===== config.mk =====
export PLATFORM = sky130hd
export DESIGN_NAME = pd_driver_flat
export DESIGN_NICKNAME = d
export VERILOG_FILES = /design/src/rtl/pd_driver_if.sv /design/src/rtl/pd_driver.sv /design/src/flat_wrapper.sv
export SDC_FILE = /design/constraint.sdc
export NUM_CORES = 1
export LEC_CHECK = 0
export CAP_MARGIN = 20
export CORE_ASPECT_RATIO = 1.2
export CORE_UTILIZATION = 49
export DETAILED_ROUTE_END_ITERATION = 8
export GPL_TIMING_DRIVEN = 0
export PLACE_DENSITY_LB_ADDON = 0.2
export SETUP_SLACK_MARGIN = 0.15
export SYNTH_ARGS = -nofsm -noshare
export SYNTH_HDL_FRONTEND = slang
export SYNTH_SLANG_ARGS = --single-unit

===== constraint.sdc =====
create_clock -name clk -period 2.2 [get_ports clk]
set_clock_uncertainty 0.2 [all_clocks]
set_input_delay 0.44 -clock clk [delete_from_list [all_inputs] [get_ports clk]]
set_output_delay 0.44 -clock clk [all_outputs]
set_load 0.01 [all_outputs]

===== src/rtl/pd_driver_if.sv =====
// Codeword stream and device register port seen by pd_driver.
// master = sequencer side, slave = upstream client + device side.
interface pd_driver_if;
    logic        in_valid;
    logic        in_ready;
    logic [31:0] in_data;
    logic [4:0]  addr;
    logic        hwen;
    logic        hren;
    logic [31:0] wdata;
    logic [31:0] rdata;
    logic        interrupt;

    modport master (
        input  in_valid, in_data, rdata, interrupt,
        output in_ready, addr, hwen, hren, wdata
    );

    modport slave (
        output in_valid, in_data, rdata, interrupt,
        input  in_ready, addr, hwen, hren, wdata
    );
endinterface


===== src/rtl/pd_driver.sv =====
// Sequencer that loads WRDS codewords into the matcher device,
// runs it with interrupt enabled and reports match/timeout/cycles.
module pd_driver #(
    parameter int WRDS    = 4,
    parameter int TIMEOUT = 1024
) (
    input  logic        clk,
    input  logic        reset,
    pd_driver_if.master bus,
    input  logic [7:0]  ctr_value,
    output logic        busy,
    output logic        done,
    output logic        matched,
    output logic        timeout,
    output logic [15:0] cycles
);
    localparam int KW = (WRDS > 1) ? $clog2(WRDS) : 1;
    localparam int SW = $clog2(2 * WRDS);
    localparam logic [15:0]   TO     = 16'(TIMEOUT);
    localparam logic [KW-1:0] K_LAST = KW'(WRDS - 1);
    localparam logic [SW-1:0] S_LAST = SW'(2 * WRDS - 1);

    localparam logic [4:0] A_DATA = 5'd0;
    localparam logic [4:0] A_PTR  = 5'd8;
    localparam logic [4:0] A_CR   = 5'd16;
    localparam logic [4:0] A_ST   = 5'd24;

    typedef enum logic [2:0] {
        S_FILL, S_LOAD, S_START, S_WAIT,
        S_READ, S_CLEAR, S_DONE
    } state_t;

    state_t        state, state_n;
    logic [KW-1:0] k;
    logic [SW-1:0] step, step_n;
    logic [31:0]   words [WRDS];
    logic [7:0]    ctr;
    logic [15:0]   wcnt, wcnt_inc;
    logic          abort, hit;
    logic          accept, last;

    logic          in_ready_n, busy_n, hwen_n, hren_n, done_n;
    logic [4:0]    addr_n;
    logic [31:0]   wdata_n;
    logic          unused_rdata;

    assign accept   = bus.in_valid && bus.in_ready;
    assign last     = (k == K_LAST);
    assign wcnt_inc = (wcnt >= TO) ? TO : wcnt + 16'd1;
    assign step_n   = (state == S_LOAD) ? step + SW'(1) : '0;
    assign unused_rdata = ^{bus.rdata[31:11], bus.rdata[9:0]};

    always_ff @(posedge clk or negedge reset) begin
        if (!reset) state <= S_FILL;
        else        state <= state_n;
    end

    always_comb begin
        state_n = state;
        unique case (state)
            S_FILL:  if (accept && last) state_n = S_LOAD;
            S_LOAD:  if (step == S_LAST) state_n = S_START;
            S_START: state_n = S_WAIT;
            S_WAIT: begin
                if (bus.interrupt)        state_n = S_READ;
                else if (wcnt_inc == TO)  state_n = S_CLEAR;
            end
            S_READ:  state_n = S_CLEAR;
            S_CLEAR: state_n = S_DONE;
            S_DONE:  state_n = S_FILL;
            default: state_n = S_FILL;
        endcase
    end

    // Outputs are registered, so decode the state being entered.
    always_comb begin
        in_ready_n = 1'b0;
        busy_n     = 1'b1;
        hwen_n     = 1'b0;
        hren_n     = 1'b0;
        done_n     = 1'b0;
        addr_n     = '0;
        wdata_n    = '0;
        unique case (state_n)
            S_FILL: begin
                in_ready_n = 1'b1;
                busy_n     = 1'b0;
            end
            S_LOAD: begin
                hwen_n = 1'b1;
                if (step_n[0]) begin
                    addr_n  = A_DATA;
                    wdata_n = words[KW'(step_n >> 1)];
                end else begin
                    addr_n  = A_PTR;
                    wdata_n = 32'(step_n >> 1);
                end
            end
            S_START: begin
                hwen_n  = 1'b1;
                addr_n  = A_CR;
                wdata_n = {22'd0, 2'b11, ctr};
            end
            S_READ: begin
                hren_n = 1'b1;
                addr_n = A_ST;
            end
            S_CLEAR: begin
                hwen_n = 1'b1;
                addr_n = A_CR;
            end
            S_DONE:  done_n = 1'b1;
            default: ;
        endcase
    end

    always_ff @(posedge clk or negedge reset) begin
        if (!reset) begin
            k     <= '0;
            step  <= '0;
            ctr   <= '0;
            wcnt  <= '0;
            abort <= 1'b0;
            hit   <= 1'b0;
            for (int i = 0; i < WRDS; i++) words[i] <= '0;
        end else begin
            step <= step_n;
            if (state == S_FILL && accept) begin
                words[k] <= bus.in_data;
                k        <= last ? '0 : k + KW'(1);
                if (last) ctr <= ctr_value;
            end
            if (state == S_START) begin
                wcnt  <= '0;
                abort <= 1'b0;
                hit   <= 1'b0;
            end
            if (state == S_WAIT) begin
                wcnt <= wcnt_inc;
                if (state_n == S_CLEAR) abort <= 1'b1;
            end
            if (state == S_READ) hit <= bus.rdata[10];
        end
    end

    always_ff @(posedge clk or negedge reset) begin
        if (!reset) begin
            bus.in_ready <= 1'b1;
            busy         <= 1'b0;
            bus.hwen     <= 1'b0;
            bus.hren     <= 1'b0;
            done         <= 1'b0;
            bus.addr     <= '0;
            bus.wdata    <= '0;
            matched      <= 1'b0;
            timeout      <= 1'b0;
            cycles       <= '0;
        end else begin
            bus.in_ready <= in_ready_n;
            busy         <= busy_n;
            bus.hwen     <= hwen_n;
            bus.hren     <= hren_n;
            done         <= done_n;
            bus.addr     <= addr_n;
            bus.wdata    <= wdata_n;
            if (state_n == S_DONE) begin
                timeout <= abort;
                matched <= hit & ~abort;
                cycles  <= wcnt;
            end
        end
    end
endmodule


===== src/flat_wrapper.sv =====
// flat-port wrapper written by rule: the top's interface ports become plain ports
module pd_driver_flat 
#(
    parameter int WRDS    = 4,
    parameter int TIMEOUT = 1024
)
  (clk, reset, ctr_value, busy, done, matched, timeout, cycles, bus_in_valid, bus_in_data, bus_rdata, bus_interrupt, bus_in_ready, bus_addr, bus_hwen, bus_hren, bus_wdata);
  pd_driver_if bus_i ();
  input  logic clk;
  input  logic reset;
  input  logic [7:0] ctr_value;
  output logic busy;
  output logic done;
  output logic matched;
  output logic timeout;
  output logic [15:0] cycles;
  input wire logic [$bits(bus_i.in_valid)-1:0] bus_in_valid;
  input wire logic [$bits(bus_i.in_data)-1:0] bus_in_data;
  input wire logic [$bits(bus_i.rdata)-1:0] bus_rdata;
  input wire logic [$bits(bus_i.interrupt)-1:0] bus_interrupt;
  output wire logic [$bits(bus_i.in_ready)-1:0] bus_in_ready;
  output wire logic [$bits(bus_i.addr)-1:0] bus_addr;
  output wire logic [$bits(bus_i.hwen)-1:0] bus_hwen;
  output wire logic [$bits(bus_i.hren)-1:0] bus_hren;
  output wire logic [$bits(bus_i.wdata)-1:0] bus_wdata;
  assign bus_i.in_valid = bus_in_valid;
  assign bus_i.in_data = bus_in_data;
  assign bus_i.rdata = bus_rdata;
  assign bus_i.interrupt = bus_interrupt;
  assign bus_in_ready = bus_i.in_ready;
  assign bus_addr = bus_i.addr;
  assign bus_hwen = bus_i.hwen;
  assign bus_hren = bus_i.hren;
  assign bus_wdata = bus_i.wdata;
  pd_driver #(.WRDS(WRDS), .TIMEOUT(TIMEOUT)) u_core (.clk(clk), .reset(reset), .bus(bus_i), .ctr_value(ctr_value), .busy(busy), .done(done), .matched(matched), .timeout(timeout), .cycles(cycles));
endmodule

==> results.sh, run 1 <==
export IMPL_crit_arrival_ns=2.37
export IMPL_gp_congestion=0.815
export IMPL_worst_ir_drop_vdd_mv=0.942
export IMPL_die_h_um=153
export IMPL_setup_violations=1
export IMPL_drv_slew=0
export IMPL_critical_path_class="flip-flop to flip-flop"
export IMPL_hold_ws_ns=0.264
export IMPL_fmax_mhz=453
export IMPL_reg2reg_slack_ns=-0.006
export IMPL_wl_um=22500
export IMPL_grt_overflow=0
export IMPL_final_cell_mix="217 x dfrtp_1, 130 x mux2_2, 86 x nand2_1"
export IMPL_endpoint_kind="flip-flop"
export IMPL_final_antenna_net_count=0
export IMPL_placed_area_mm2=0.0107
export IMPL_crit_fanout=5
export IMPL_drtIter0Drc=416
export IMPL_drive_gt1_frac=0.358
export IMPL_worstReg2RegStart="u_core.wcnt[14]"
export IMPL_reg2reg_to="u_core.abort"
export IMPL_finalInstanceArea_mm2=0.0127
export IMPL_placementRows=54
export IMPL_period_needed_ns=2.21
export IMPL_pin_count=136
export IMPL_antenna_diode_count=0
export IMPL_clock_path_buffers=3
export IMPL_power_density_mw_per_mm2=1330
export IMPL_worstMarginPinSlew_ns=0.725
export IMPL_clk_pin_slew_ns=0.06
export IMPL_h_tree_depth=1
export IMPL_reg2reg_depth=5
export IMPL_detail_route_wl_per_cell_um=19.5
export IMPL_synth_edf_count=0
export IMPL_critPathLaunchType="flip-flop"
export IMPL_hold_path_end="u_core.ctr[5]"
export IMPL_layout_cells_most_common="dfrtp_1"
export IMPL_via_per_inst=5.50
export IMPL_ys_types=52
export IMPL_synth_avg_cell_area_um2=12.7
export IMPL_grt_pass1_vias=6630
export IMPL_cts_made_buffers=23
export IMPL_outcome="complete, but fails checks"
export IMPL_start_util=0.506
export IMPL_cts_sinks=219
export IMPL_cp_required_ns=2.36
export IMPL_hold_class="primary input to flip-flop"
export IMPL_power_leakage_nw=6.02
export IMPL_violations="setup timing"
export IMPL_core_area_mm2=0.0184
export IMPL_syn_area_mm2=0.00934
export IMPL_grt_usage=0.230
export IMPL_ys_seq_area_frac=0.587
export IMPL_hold_path_cell_count=3
export IMPL_die_area_mm2=0.0196
export IMPL_drv_cap=0
export IMPL_grt_max_degree=126
export IMPL_dieWidth_um=128
export IMPL_drc=0
export IMPL_dr_pass1_iters=4
export IMPL_rsz0062_at_grt="true"
export IMPL_io_buffers=101
export IMPL_synthFlopType="dfrtp_1"
export IMPL_synthCells=734
export IMPL_vias=6346
export IMPL_antenna_found_initial=0
export IMPL_syn2layout_area_growth_pct=35.8
export IMPL_layout_worst_path_cycle_share=1.00
export IMPL_setup_slack_ns=-0.00601
export IMPL_total_power_mw=16.8
export IMPL_slew_headroom=0.516
export IMPL_yosysWarnings=0
export IMPL_synth_async_reset_ratio=1.00
export IMPL_cts_tree="done"
export IMPL_cts_root_buffer="clkbuf_16"
export IMPL_min_from="ctr_value[5]"
export IMPL_nets=973
export IMPL_hpwlAfterDp_um=13900
export IMPL_final_hold_violation_count=0
export IMPL_clock_latency_ns=0.50
export IMPL_ys_ff_latch=219
export IMPL_grt_pass1_wl_um=35200
## power by group
part,switching [mW],internal (mW)
registers,0.880,5.57
clock network,1.52,2.36
logic,3.00,3.48
## worst max-delay path, cell delays in order, from the launching register on
cell and delay [ns]:
dfrtp_1 0.39, or4_4 0.52, buf_6 0.14, or3_4 0.34
a311oi_4 0.35, a2111oi_2 0.13
## final cells by class
class                   instances  area [um2]
inverters                      11        43.8
fillers                      1285        5760
plain buffers                  50         554
clock inverters                 9         123
clock buffers                  29         628
flip-flops and latches        219        5480
repair buffers                128        1390
well taps                     252         315
multi-input cells             456        4150
## Yosys cell counts, drive strengths merged (2+ instances only)
cell type | n | share of area
or3 | 2 | 0.0019
inv | 11 | 0.0044
clkbuf | 17 | 0.0068
a31o | 2 | 0.0019
nor3 | 5 | 0.0032
or3b | 2 | 0.0019
o21ai | 22 | 0.012
and2 | 7 | 0.0047
nand3 | 7 | 0.0038
and4 | 2 | 0.0019
and3 | 3 | 0.0020
mux2i | 42 | 0.045
a22o | 2 | 0.0019
ha | 8 | 0.011
nand2 | 90 | 0.036
buf | 33 | 0.018
mux2 | 136 | 0.16
nand4 | 2 | 0.0013
nor2b | 24 | 0.016
a21oi | 6 | 0.0032
a32o | 6 | 0.0064
o21a | 2 | 0.0016
a211oi | 47 | 0.038
dfrtp | 218 | 0.58
nand2b | 3 | 0.0020
nor2 | 15 | 0.0060
## through the flow
step	utilization	TNS [ns]	setup WS, ns	std cells
finish	0.688	-0.00601	-0.00601	1154
global route	0.688	-0.302	-0.0683	1154
CTS	0.661	-0.245	-0.0705	1144
detailed placement	0.582	-59.24	-0.609	1090
global placement	0.580	-1816.23	-8.06	1089
floorplan	-	0	0.0675	736
## sequential cells by signal, indices dropped and copies added (netlist names)
register             cells
u_core.bus.wdata        32
u_core.bus.hwen          1
u_core.matched           1
u_core.ctr               8
u_core.busy              1
u_core.bus.hren          1
u_core.timeout           1
u_core.bus.in_ready      1
u_core.hit               1
u_core.bus.addr          2
u_core.abort             1
u_core.k                 2
u_core.words           128
u_core.step              3
u_core.cycles           16
u_core.wcnt             16
u_core.done              1
u_core.state             3
## how the worst max path moves through the flow
stage	start	to	slack (ns)	cells past startpoint
3_5_place_dp	bus_in_valid	u_core.words[20]	-0.61	6
5_1_grt	u_core.wcnt[15]	u_core.abort	-0.07	5
4_1_cts	u_core.wcnt[15]	u_core.abort	-0.07	5
2_1_floorplan	u_core.step[0]	u_core.bus.wdata[4]	0.07	8
6_report	u_core.wcnt[14]	u_core.abort	-0.006	5
3_3_place_gp	reset	u_core.bus.wdata[29]	-8.06	1
## routing by layer
metal / GRT usage / up-vias / part of all wire
met3: 0.0354 / 49 / 0.048
met1: 0.289 / 3239 / 0.41
met4: 0.0706 / 0 / 0.025
met5: 0 / - / 0
li1: - / 2886 / -
met2: 0.407 / 172 / 0.52
## logic make-up after synthesis
logic type	Yosys count	share of synthesized area
AO/OA/AOI/OAI	98	0.0761
adder cells (fa/ha/maj)	8	0.0107
multiplexers	178	0.209
other	1	0.000402
buffers and inverters	61	0.0293
AND/OR/NAND/NOR	169	0.0874
flip-flops	219	0.587
## repair_timing
item	4_1_cts	5_1_grt
gates cloned	1	1
endpoints found under the hold margin	94	0
endpoints found under the setup margin	192	191
gates resized for setup	144	99
hold buffers	1	0
setup buffers	14	9
pin swaps	49	27
Power figures use the tool's default switching activity.
==> run 2: changes to the inputs <==
--- a/config.mk
+++ b/config.mk
@@ -8,6 +8,7 @@
 export CAP_MARGIN = 20
 export CORE_ASPECT_RATIO = 1.2
 export CORE_UTILIZATION = 49
+export CTS_CLUSTER_DIAMETER = 120
 export DETAILED_ROUTE_END_ITERATION = 8
 export GPL_TIMING_DRIVEN = 0
 export PLACE_DENSITY_LB_ADDON = 0.2
==> results of run 2 <==
No change in the layout: final DEF, timing and power equal those of run 1.
==> run 3: changes to the inputs <==
--- a/config.mk
+++ b/config.mk
@@ -7,7 +7,8 @@
 export LEC_CHECK = 0
 export CAP_MARGIN = 20
 export CORE_ASPECT_RATIO = 1.2
-export CORE_UTILIZATION = 49
+export CORE_UTILIZATION = 51
+export CTS_BUF_LIST = sky130_fd_sc_hd__clkbuf_4 sky130_fd_sc_hd__clkbuf_8
 export CTS_CLUSTER_DIAMETER = 120
 export DETAILED_ROUTE_END_ITERATION = 8
 export GPL_TIMING_DRIVEN = 0
@@ -16,3 +17,4 @@
 export SYNTH_ARGS = -nofsm -noshare
 export SYNTH_HDL_FRONTEND = slang
 export SYNTH_SLANG_ARGS = --single-unit
+export TNS_END_PERCENT = 1
==> results.sh, run 3 (synthesis gave the netlist of run 1 again) <==
export IMPL_worstMarginPinSlew_ns=0.894
export IMPL_hold_class="primary input to flip-flop"
export IMPL_syn2layout_area_growth_pct=29.3
export IMPL_clk_pin_slew_ns=0.06
export IMPL_multi_input_area_mm2=0.00384
export IMPL_violations="DRC, setup timing"
export IMPL_cts_made_buffers=36
export IMPL_final_cell_mix="217 x dfrtp_1, 130 x mux2_2, 86 x nand2_1"
export IMPL_drive_gt1_frac=0.333
export IMPL_detail_route_wl_per_cell_um=19.1
export IMPL_antenna_found_initial=0
export IMPL_critPathLaunchType="flip-flop"
export IMPL_cts_tree="done"
export IMPL_rsz0062_at_grt="true"
export IMPL_grt_usage=0.238
export IMPL_drv_slew=0
export IMPL_clock_path_buffers=3
export IMPL_crit_arrival_ns=2.41
export IMPL_vias=6308
export IMPL_dr_pass1_iters=7
export IMPL_nets=972
export IMPL_cp_required_ns=2.36
export IMPL_grt_pass1_vias=6757
export IMPL_endpoint_kind="flip-flop"
export IMPL_core_area_mm2=0.0177
export IMPL_layout_worst_path_cycle_share=1.02
export IMPL_final_hold_violation_count=0
export IMPL_slew_headroom=0.404
export IMPL_power_leakage_nw=6.10
export IMPL_start_util=0.527
export IMPL_layout_cells_most_common="dfrtp_1"
export IMPL_cts_sinks=219
export IMPL_drv_cap=0
export IMPL_final_cells=1131
export IMPL_grt_max_degree=121
export IMPL_clock_latency_ns=0.52
export IMPL_dieWidth_um=126
export IMPL_fmax_mhz=445
export IMPL_largest_register="u_core.words"
export IMPL_nFillCells=1203
export IMPL_h_tree_depth=2
export IMPL_dp_cells=1058
export IMPL_setup_violations=5
export IMPL_setup_slack_ns=-0.0460
export IMPL_layout_area_seq_mm2=0.00548
export IMPL_die_h_um=150
export IMPL_pin_count=136
export IMPL_worst_ir_drop_vdd_mv=0.649
export IMPL_die_area_mm2=0.0189
export IMPL_preCtsSetupSlack_ns=-0.581
export IMPL_via_per_inst=5.58
export IMPL_hold_ws_ns=0.253
export IMPL_largest_register_ffs=128
export IMPL_largestRegisters="u_core.words: 128 flops, u_core.bus.wdata: 32 flops"
export IMPL_critical_path_class="flip-flop to flip-flop"
export IMPL_period_needed_ns=2.25
export IMPL_outcome="complete, but fails checks"
export IMPL_grt_overflow=0
export IMPL_cts_root_buffer="clkbuf_8"
export IMPL_total_power_mw=15.3
export IMPL_antenna_diode_count=0
export IMPL_final_setup_tns_ns=-0.122
export IMPL_final_antenna_net_count=0
export IMPL_placementRows=53
export IMPL_power_density_mw_per_mm2=1270
export IMPL_crit_fanout=6
export IMPL_io_buffers=101
export IMPL_gp_congestion=0.813
export IMPL_hpwlAfterDp_um=14000
export IMPL_drc=10
export IMPL_wl_um=21600
export IMPL_grt_pass1_wl_um=34900
export IMPL_drtIter0Drc=315
-- run 3: cell count changes in the layout (fill, tap and decap cells not counted), sizes merged --
| cell | previous run | this run |
|---|---|---|
| buf | 62 | 47 |
| clkinv | 5 | 6 |
| dlygate4sd2 | 3 | 11 |
| clkinvlp | 1 | 0 |
| clkbuf | 44 | 71 |
| dlymetal6s2s | 18 | 31 |
| clkdlybuf4s50 | 79 | 58 |
| bufinv | 3 | 0 |
-- run 3: metrics by stage --
step,cell area (um2),utilization
after floorplan,9370,-
after global placement,10700,0.602
after detailed placement,10700,0.603
after CTS,11700,0.662
after global routing,12100,0.682
final,12100,0.682
-- run 3: layer usage --
metal	global-route usage	routed length [um]
met5	0	0
met1	0.290	8870
met2	0.416	11100
met3	0.0494	975
met4	0.0970	644
-- run 3: path summary, 6_finish.rpt --
check | from | depth (start not counted) | slack [ns] | end
max in group asynchronous | reset | 3 | 0.45 | u_core.words[125]
min in group asynchronous | reset | 2 | 0.38 | u_core.cycles[8]
setup reg to reg | u_core.wcnt[14] | 5 | -0.05 | u_core.abort
hold / removal | ctr_value[7] | 3 | 0.25 | u_core.ctr[7]
hold reg to reg | u_core.words[7] | 2 | 0.28 | u_core.words[7]
setup / recovery | u_core.wcnt[14] | 5 | -0.05 | u_core.abort
-- run 3: worst max-delay path, stage by stage, from the launching register on --
cell and delay, ns:
dfrtp_1 0.40, or4_1 0.49, buf_2 0.17, or3_4 0.35, a311oi_4 0.33, a2111oi_0 0.17
-- run 3: final cells by class --
| type | count | share of cell area |
|---|---|---|
| Multi-Input combinational cell | 456 | 0.318 |
| Sequential cell | 219 | 0.454 |
| Clock inverter | 6 | 0.00249 |
| Timing Repair Buffer | 114 | 0.102 |
| Buffer | 50 | 0.0400 |
| Inverter | 11 | 0.00363 |
| Tap cell | 220 | 0.0228 |
| Clock buffer | 55 | 0.0570 |
-- run 3: power by group --
| part | switching, mW | total [mW] | internal [mW] |
|---|---|---|---|
| clock | 1.53 | 3.52 | 1.99 |
| sequential | 0.793 | 6.36 | 5.56 |
| combinational | 2.56 | 5.45 | 2.89 |
-- run 3: what timing repair did --
item,4_1_cts,5_1_grt
gates resized for setup,98,87
setup endpoints to repair,192,218
hold buffers,1,0
endpoints found under the hold margin,118,0
setup buffers,4,6
pin swaps,29,16
cloned,0,1
